## src/rtl/logic_unit_arbiter_if.sv

```systemverilog
// Request/response bundle between two requesters, one consumer and the arbiter.
// master: requester/consumer side (drives requests and rsp_ready).
// slave : arbiter side (drives reqN_ready and the response payload).
interface logic_unit_arbiter_if #(
  parameter int unsigned WIDTH = 8
);
  logic             req0_valid;
  logic             req0_ready;
  logic [2:0]       req0_op;
  logic [WIDTH-1:0] req0_a;
  logic [WIDTH-1:0] req0_b;

  logic             req1_valid;
  logic             req1_ready;
  logic [2:0]       req1_op;
  logic [WIDTH-1:0] req1_a;
  logic [WIDTH-1:0] req1_b;

  logic             rsp_valid;
  logic             rsp_ready;
  logic             rsp_id;
  logic [WIDTH-1:0] rsp_data;
  logic             rsp_err;

  modport master (
    output req0_valid, req0_op, req0_a, req0_b,
    input  req0_ready,
    output req1_valid, req1_op, req1_a, req1_b,
    input  req1_ready,
    input  rsp_valid, rsp_id, rsp_data, rsp_err,
    output rsp_ready
  );

  modport slave (
    input  req0_valid, req0_op, req0_a, req0_b,
    output req0_ready,
    input  req1_valid, req1_op, req1_a, req1_b,
    output req1_ready,
    output rsp_valid, rsp_id, rsp_data, rsp_err,
    input  rsp_ready
  );
endinterface

```

## src/rtl/logic_unit_arbiter.sv

```systemverilog
// Two-requester round-robin arbiter in front of a bitwise logic unit.
// Ports:
//   clk      - rising-edge clock
//   rst      - synchronous active-high reset
//   bus      - slave side of logic_unit_arbiter_if (requests in, response out)
//   busy     - high whenever the FSM is not idle
//   ops_done - wrapping count of completed responses
module logic_unit_arbiter #(
  parameter int unsigned WIDTH = 8
) (
  input  logic                  clk,
  input  logic                  rst,
  logic_unit_arbiter_if.slave   bus,
  output logic                  busy,
  output logic [7:0]            ops_done
);

  localparam int unsigned OP_W  = 3;
  localparam int unsigned CNT_W = 8;

  typedef enum logic [1:0] {
    ST_IDLE = 2'd0,
    ST_EXEC = 2'd1,
    ST_RESP = 2'd2
  } state_t;

  state_t           r_state;
  state_t           w_state_nxt;

  logic             r_ptr;
  logic [OP_W-1:0]  r_op;
  logic [WIDTH-1:0] r_a;
  logic [WIDTH-1:0] r_b;
  logic             r_id;
  logic [WIDTH-1:0] r_rsp_data;
  logic             r_rsp_id;
  logic             r_rsp_err;
  logic [CNT_W-1:0] r_ops_done;

  logic             w_any_req;
  logic             w_grant_id;
  logic             w_grant;
  logic             w_req0_ready;
  logic             w_req1_ready;
  logic             w_rsp_valid;
  logic             w_rsp_fire;
  logic             w_busy;
  logic [WIDTH-1:0] w_result;
  logic             w_result_err;

  // Round-robin pick: preferred requester wins if valid, otherwise the other one.
  always_comb begin
    w_any_req  = bus.req0_valid | bus.req1_valid;
    w_grant_id = r_ptr;
    if (r_ptr) w_grant_id = bus.req1_valid ? 1'b1 : 1'b0;
    else       w_grant_id = bus.req0_valid ? 1'b0 : 1'b1;
  end

  // State register.
  always_ff @(posedge clk) begin
    if (rst) r_state <= ST_IDLE;
    else     r_state <= w_state_nxt;
  end

  // Next-state logic.
  always_comb begin
    w_state_nxt = r_state;
    case (r_state)
      ST_IDLE: if (w_any_req) w_state_nxt = ST_EXEC;
      ST_EXEC: w_state_nxt = ST_RESP;
      ST_RESP: if (bus.rsp_ready) w_state_nxt = ST_IDLE;
      default: w_state_nxt = ST_IDLE;
    endcase
  end

  // State-decoded outputs; grants are suppressed while reset is asserted.
  always_comb begin
    w_grant      = 1'b0;
    w_req0_ready = 1'b0;
    w_req1_ready = 1'b0;
    w_rsp_valid  = 1'b0;
    w_busy       = 1'b0;
    case (r_state)
      ST_IDLE: begin
        w_grant      = w_any_req & ~rst;
        w_req0_ready = w_grant & ~w_grant_id;
        w_req1_ready = w_grant &  w_grant_id;
      end
      ST_EXEC: w_busy = 1'b1;
      ST_RESP: begin
        w_busy      = 1'b1;
        w_rsp_valid = 1'b1;
      end
      default: w_busy = 1'b0;
    endcase
  end

  assign w_rsp_fire = w_rsp_valid & bus.rsp_ready;

  // Bitwise logic unit on the captured operands; opcode 7 is reserved.
  always_comb begin
    w_result_err = 1'b0;
    case (r_op)
      3'd0:    w_result = r_a & r_b;
      3'd1:    w_result = r_a | r_b;
      3'd2:    w_result = ~r_a;
      3'd3:    w_result = ~(r_a & r_b);
      3'd4:    w_result = ~(r_a | r_b);
      3'd5:    w_result = r_a ^ r_b;
      3'd6:    w_result = ~(r_a ^ r_b);
      default: begin
        w_result     = '0;
        w_result_err = 1'b1;
      end
    endcase
  end

  // Operand capture, response registers, pointer and completion counter.
  always_ff @(posedge clk) begin
    if (rst) begin
      r_ptr      <= 1'b0;
      r_op       <= '0;
      r_a        <= '0;
      r_b        <= '0;
      r_id       <= 1'b0;
      r_rsp_data <= '0;
      r_rsp_id   <= 1'b0;
      r_rsp_err  <= 1'b0;
      r_ops_done <= '0;
    end else begin
      if (w_grant) begin
        r_ptr <= ~w_grant_id;
        r_id  <= w_grant_id;
        r_op  <= w_grant_id ? bus.req1_op : bus.req0_op;
        r_a   <= w_grant_id ? bus.req1_a  : bus.req0_a;
        r_b   <= w_grant_id ? bus.req1_b  : bus.req0_b;
      end
      if (r_state == ST_EXEC) begin
        r_rsp_data <= w_result;
        r_rsp_err  <= w_result_err;
        r_rsp_id   <= r_id;
      end
      if (w_rsp_fire) r_ops_done <= r_ops_done + CNT_W'(1);
    end
  end

  assign bus.req0_ready = w_req0_ready;
  assign bus.req1_ready = w_req1_ready;
  assign bus.rsp_valid  = w_rsp_valid;
  assign bus.rsp_id     = r_rsp_id;
  assign bus.rsp_data   = r_rsp_data;
  assign bus.rsp_err    = r_rsp_err;
  assign busy           = w_busy;
  assign ops_done       = r_ops_done;

endmodule

```

## src/flat_wrapper.sv

```systemverilog
// flat-port wrapper written by rule: the top's interface ports become plain ports
module logic_unit_arbiter_flat 
#(
  parameter int unsigned WIDTH = 8
)
  (clk, rst, busy, ops_done, bus_req0_valid, bus_req0_op, bus_req0_a, bus_req0_b, bus_req0_ready, bus_req1_valid, bus_req1_op, bus_req1_a, bus_req1_b, bus_req1_ready, bus_rsp_valid, bus_rsp_id, bus_rsp_data, bus_rsp_err, bus_rsp_ready);
  logic_unit_arbiter_if #(.WIDTH(WIDTH)) bus_i ();
  input  logic clk;
  input  logic rst;
  output logic busy;
  output logic [7:0] ops_done;
  input wire logic [$bits(bus_i.req0_valid)-1:0] bus_req0_valid;
  input wire logic [$bits(bus_i.req0_op)-1:0] bus_req0_op;
  input wire logic [$bits(bus_i.req0_a)-1:0] bus_req0_a;
  input wire logic [$bits(bus_i.req0_b)-1:0] bus_req0_b;
  output wire logic [$bits(bus_i.req0_ready)-1:0] bus_req0_ready;
  input wire logic [$bits(bus_i.req1_valid)-1:0] bus_req1_valid;
  input wire logic [$bits(bus_i.req1_op)-1:0] bus_req1_op;
  input wire logic [$bits(bus_i.req1_a)-1:0] bus_req1_a;
  input wire logic [$bits(bus_i.req1_b)-1:0] bus_req1_b;
  output wire logic [$bits(bus_i.req1_ready)-1:0] bus_req1_ready;
  output wire logic [$bits(bus_i.rsp_valid)-1:0] bus_rsp_valid;
  output wire logic [$bits(bus_i.rsp_id)-1:0] bus_rsp_id;
  output wire logic [$bits(bus_i.rsp_data)-1:0] bus_rsp_data;
  output wire logic [$bits(bus_i.rsp_err)-1:0] bus_rsp_err;
  input wire logic [$bits(bus_i.rsp_ready)-1:0] bus_rsp_ready;
  assign bus_i.req0_valid = bus_req0_valid;
  assign bus_i.req0_op = bus_req0_op;
  assign bus_i.req0_a = bus_req0_a;
  assign bus_i.req0_b = bus_req0_b;
  assign bus_req0_ready = bus_i.req0_ready;
  assign bus_i.req1_valid = bus_req1_valid;
  assign bus_i.req1_op = bus_req1_op;
  assign bus_i.req1_a = bus_req1_a;
  assign bus_i.req1_b = bus_req1_b;
  assign bus_req1_ready = bus_i.req1_ready;
  assign bus_rsp_valid = bus_i.rsp_valid;
  assign bus_rsp_id = bus_i.rsp_id;
  assign bus_rsp_data = bus_i.rsp_data;
  assign bus_rsp_err = bus_i.rsp_err;
  assign bus_i.rsp_ready = bus_rsp_ready;
  logic_unit_arbiter #(.WIDTH(WIDTH)) u_core (.clk(clk), .rst(rst), .bus(bus_i), .busy(busy), .ops_done(ops_done));
endmodule
```

## config.mk

```make
export PLATFORM = sky130hd
export DESIGN_NAME = logic_unit_arbiter_flat
export DESIGN_NICKNAME = d
export VERILOG_FILES = /design/src/rtl/logic_unit_arbiter_if.sv /design/src/rtl/logic_unit_arbiter.sv /design/src/flat_wrapper.sv
export SDC_FILE = /design/constraint.sdc
export NUM_CORES = 1
export LEC_CHECK = 0
export CORE_ASPECT_RATIO = 1.4
export CORE_MARGIN = 5
export CORE_UTILIZATION = 48
export DETAILED_ROUTE_END_ITERATION = 16
export GPL_TIMING_DRIVEN = 0
export MAX_ROUTING_LAYER = met4
export PLACE_DENSITY_LB_ADDON = 0.1
export SETUP_SLACK_MARGIN = 0.4
export SLEW_MARGIN = 20
export SYNTH_ARGS = -nofsm -noshare
export SYNTH_HDL_FRONTEND = slang
export SYNTH_SLANG_ARGS = --single-unit
```

## constraint.sdc

```tcl
create_clock -name clk -period 1.9 [get_ports clk]
set_clock_uncertainty 0.1 [all_clocks]
set_input_delay 0.285 -clock clk [delete_from_list [all_inputs] [get_ports clk]]
set_output_delay 0.285 -clock clk [all_outputs]
set_load 0.05 [all_outputs]
```

==> results.md <==
- The number of synthesized flops with an enable pin is 0.
- The critical path data required time is 1510 ps.
- The cell depth of the worst min-delay path is 2.
- The dominant synthesized flop cell is sky130_fd_sc_hd__dfxtp_1.
- The combinational share of power is between 40% and 50%.
- The maximum number of pins on one net before global-route repair is 13.
- Timing would allow up to 0.5455 GHz.
- The number of inserted diodes is 0.
- The transition time of the tightest slew-check pin is 492.8 ps.
- The global-route total usage across every layer is 24.98%.
- The antenna violation net count after detailed routing is 0.
- The sequential cell area is 832.0 um^2.
- The global-route wire length before repair is 12.48 mm.
- The worst relative slew slack is 67.15%.
- The core region is 4842 um^2.
- The minimum clock period is 1833 ps.
- By count the netlist is led by 43 x sky130_fd_sc_hd__nor2_1, 41 x sky130_fd_sc_hd__dfxtp_1, 22 x sky130_fd_sc_hd__ha_1.
- The number of H-tree levels is 2.
- The total length of routed wires is about 8 mm.
- For this configuration, the core starts out at a cell density of 49.38%.
- The critical path is of the register to output port type.
- The number of cells on the worst reg-to-reg path is 10.
- Once detailed placement completed, the half-perimeter wirelength came to between 5 and 6 mm.
- The number of hold violations in the final report came to 0.
- The number of global-route vias before repair was 2,501.
- The CTS tree is yes.
- The floorplan step defined a die boundary enclosing 6513 um^2.
- For this run the aggregate overflow at the end of global routing stands at 0.
- The initial antenna violation count is 0.
- The number of remaining DRC errors is 0.
- In the post-synthesis netlist, the biggest area contributors are sky130_fd_sc_hd__dfxtp_1 34%, sky130_fd_sc_hd__ha_1 12%, sky130_fd_sc_hd__a222oi_1 8.0%, sky130_fd_sc_hd__nor2_1 6.8%, sky130_fd_sc_hd__inv_1 3.1%.
- The tool flagged a number of max-cap violations equal to 0.
- Counting tap cells, the placed design contains a total of 406 instances.
- Using the TritonRoute via totals, the vias-per-cell ratio works out to 5.738.
- Measured on the finished design, the core utilization comes to between 70% and 80%.
- The final-stage net count is about 440.
- The synthesized net count is 343.
- The synthesized design contains 41 register bits.
- The critical path capture point type is an output port.
- Input and output buffers added on the ports amount to 64.
- The horizontal die dimension is 69.65 um.
- The per-cell routed wire length is 18.11 um.
- Of the total power, the share spent switching nets is 35.66%.
- The first-iteration detailed-routing DRC count is 244.
- The highest fanout seen on the critical path is 4.
- Setup violations remaining at the end of the flow were counted as 0.
- The final-report max-slew violation count is 0.
- For this run, the number of Yosys warnings is 0.
- VDD sags by at most slightly below 600 uV.
- CTS saw 41 sinks.
- The setup slack on the worst flop-to-flop path is 120 ps.
- Clock latency on the worst-skew pair, taken at its later pin, is 300 ps.
- The portion of total power attributed to sequential cells is 36.8%.
- The worst register-to-register path ends at u_core.r_b[0]$_SDFFE_PP0P_.
- The number of buffers created by CTS is 5.
- The maximum buffer depth of the clock tree is 2.
- The critical path ends at bus_req1_ready.
- The finished layout holds 439 standard cells, fillers aside.
- The post-synthesis area per instance is 8.601 um^2.
- For this design the ratio of total power to cell area is 731.3 nW/um^2.
- The origin of the critical flop-to-flop path is u_core.r_state[1]$_SDFFE_PP0P_.
- After synthesis, the largest area contributor takes up 34.33% of total cell area.
- Setup repair after global routing could not meet its margin everywhere.
- At the end of routability-driven placement, the weighted congestion stood at between 0.8 and 0.9.
- Across all layers, the routed design uses 2,519 vias.
- The reported leakage power is roughly 0.0015 uW.
- The cell taking the most area after synthesis is sky130_fd_sc_hd__dfxtp_1.
- After layout, the worst path uses between 90% and 100% of the clock period.
- Of the total power, the clock network draws 21.1%.
- The count of standard-cell rows is 30.
- Summed over all nets, the switching power comes to 971.9 uW.
- The area occupied by multi-input gates is around 1500 um^2.
- The I/O pin count is 65.
- The first detailed-routing pass took 7 iterations.
- The proportion of synthesized flip-flops having asynchronous set or reset is 0%.
- In the final layout, the share of cells above drive strength 1 is 30.40%.
- The flow ran to the end, and the final reports show no timing, DRC or antenna violations.
- The worst hold path belongs to the class register to register.
- The number of fill cells is 323.
- The synthesized cell area is 2391 um^2.
- The startpoint type of the worst setup path is a register.
- Data arrives at the worst endpoint at 1450 ps.
- The tree is rooted in a sky130_fd_sc_hd__clkbuf_8.
- Synthesis produced a netlist whose cell count is roughly 280.
- The clock transition at the registers of the reported paths is 80 ps.
- In this run, distinct cell masters in the synthesized netlist total 37.
- The sequential area share after synthesis is 34.33%.
- The most frequent cell after synthesis is sky130_fd_sc_hd__nor2_1.
- The internal power contribution is 1754 uW.
- The critical path starts at u_core.r_state[1]$_SDFFE_PP0P_.
- The die is 93.51 um tall.
- The layout overhead on the synthesized area is 55.89%.
- The accumulated negative setup slack is 0 ps.
==> per-stage QoR <==
step           cell area (um^2)  hold WS (ps)  setup slack [ps]  power [uW]
2_1_floorplan              2445         352.4             393.3        1571
4_1_cts                    3646         376.2             107.7        2603
3_5_place_dp               3166         363.8            -730.7        1836
6_report                   3727         372.4             66.71        2726
5_1_grt                    3727         396.7             9.488        2853
3_3_place_gp               3166         355.3            -718.9        1818
==> sequential cells by signal (all words and copies together), names as in the netlist <==
| name | flops |
|---|---|
| u_core.bus.rsp_data | 8 |
| u_core.ops_done | 8 |
| u_core.r_a | 8 |
| u_core.r_b | 8 |
| u_core.r_op | 3 |
| u_core.r_state | 2 |
| u_core.bus.rsp_err | 1 |
| u_core.bus.rsp_id | 1 |
| u_core.r_id | 1 |
| u_core.r_ptr | 1 |
==> placed cells by master (no fill, tap or decap), types with 9 or more instances in the layout <==
cell type                         instances
sky130_fd_sc_hd__a21oi_1                 11
sky130_fd_sc_hd__buf_6                   15
sky130_fd_sc_hd__dfxtp_1                 36
sky130_fd_sc_hd__clkdlybuf4s50_1         40
sky130_fd_sc_hd__a222oi_1                19
sky130_fd_sc_hd__buf_4                   17
sky130_fd_sc_hd__clkdlybuf4s15_2         13
sky130_fd_sc_hd__inv_1                   16
sky130_fd_sc_hd__ha_1                    17
sky130_fd_sc_hd__o21ai_1                 11
sky130_fd_sc_hd__nand2_1                  9
sky130_fd_sc_hd__nor2_1                  43
==> power by group through the flow <==
stage | Combinational [uW] | Sequential, uW | Clock, uW
floorplan | 508 | 1060 | 0
global placement | 804 | 1010 | 0
detailed placement | 818 | 1020 | 0
CTS | 1030 | 997 | 572
global route | 1220 | 1010 | 618
finish | 1150 | 1000 | 576
==> cell type report <==
type | instances | share of cell area, %
clock buffers | 6 | 1.947
inverters | 21 | 2.316
multi-input cells | 196 | 41.42
clock inverters | 2 | 0.2685
repair buffers | 89 | 24.67
flip-flops and latches | 41 | 22.32
well taps | 64 | 2.148
plain buffers | 20 | 4.901
==> what timing repair did <==
action                                  4_1_cts  5_1_grt
buffers inserted                             16        7
hold buffers                                  0        0
endpoints found under the setup margin       52       44
resized for setup                           134       38
gates cloned                                  2        0
pin swaps                                    15       17
hold endpoints to repair                      0        0
==> worst max-delay path, cell delays in order (launching register included) <==
cell and delay [ps]:
sky130_fd_sc_hd__dfxtp_4 360, sky130_fd_sc_hd__inv_4 60, sky130_fd_sc_hd__ha_4 170, sky130_fd_sc_hd__nand2_2 80
sky130_fd_sc_hd__nor3_2 170, sky130_fd_sc_hd__buf_4 170, sky130_fd_sc_hd__buf_8 140
==> logic make-up (layout without fill, tap and decap cells) <==
logic type	Yosys count	count (layout)	share of synthesized area [%]
compound gates	73	73	23.50
xor+xnor	7	7	2.564
fa+ha+maj	22	22	11.51
buf+inv	41	138	8.215
flops	41	41	34.33
mux	5	5	2.093
simple gates	89	89	17.79
==> how the worst min path moves through the flow <==
stage | from | endpoint | slack (ps)
after global placement | u_core.bus.rsp_err$_SDFFE_PP0N_ | u_core.bus.rsp_err$_SDFFE_PP0N_ | 360
after floorplan | bus_req0_a[0] | u_core.r_a[0]$_SDFFE_PP0P_ | 350
after detailed placement | u_core.bus.rsp_err$_SDFFE_PP0N_ | u_core.bus.rsp_err$_SDFFE_PP0N_ | 360
after global routing | u_core.bus.rsp_err$_SDFFE_PP0N_ | u_core.bus.rsp_err$_SDFFE_PP0N_ | 400
final | u_core.bus.rsp_err$_SDFFE_PP0N_ | u_core.bus.rsp_err$_SDFFE_PP0N_ | 370
after CTS | u_core.bus.rsp_err$_SDFFE_PP0N_ | u_core.bus.rsp_err$_SDFFE_PP0N_ | 380
==> routing by layer <==
metal | up-vias | wire length [um] | GRT usage (%)
met2 | 97 | 4161 | 45.54
met5 | - | 0 | -
met1 | 1194 | 3134 | 26.07
met4 | 0 | 248 | 10.06
met3 | 25 | 406 | 5.484
li1 | 1203 | - | -
Note: power is estimated with default switching activity, not from simulation.
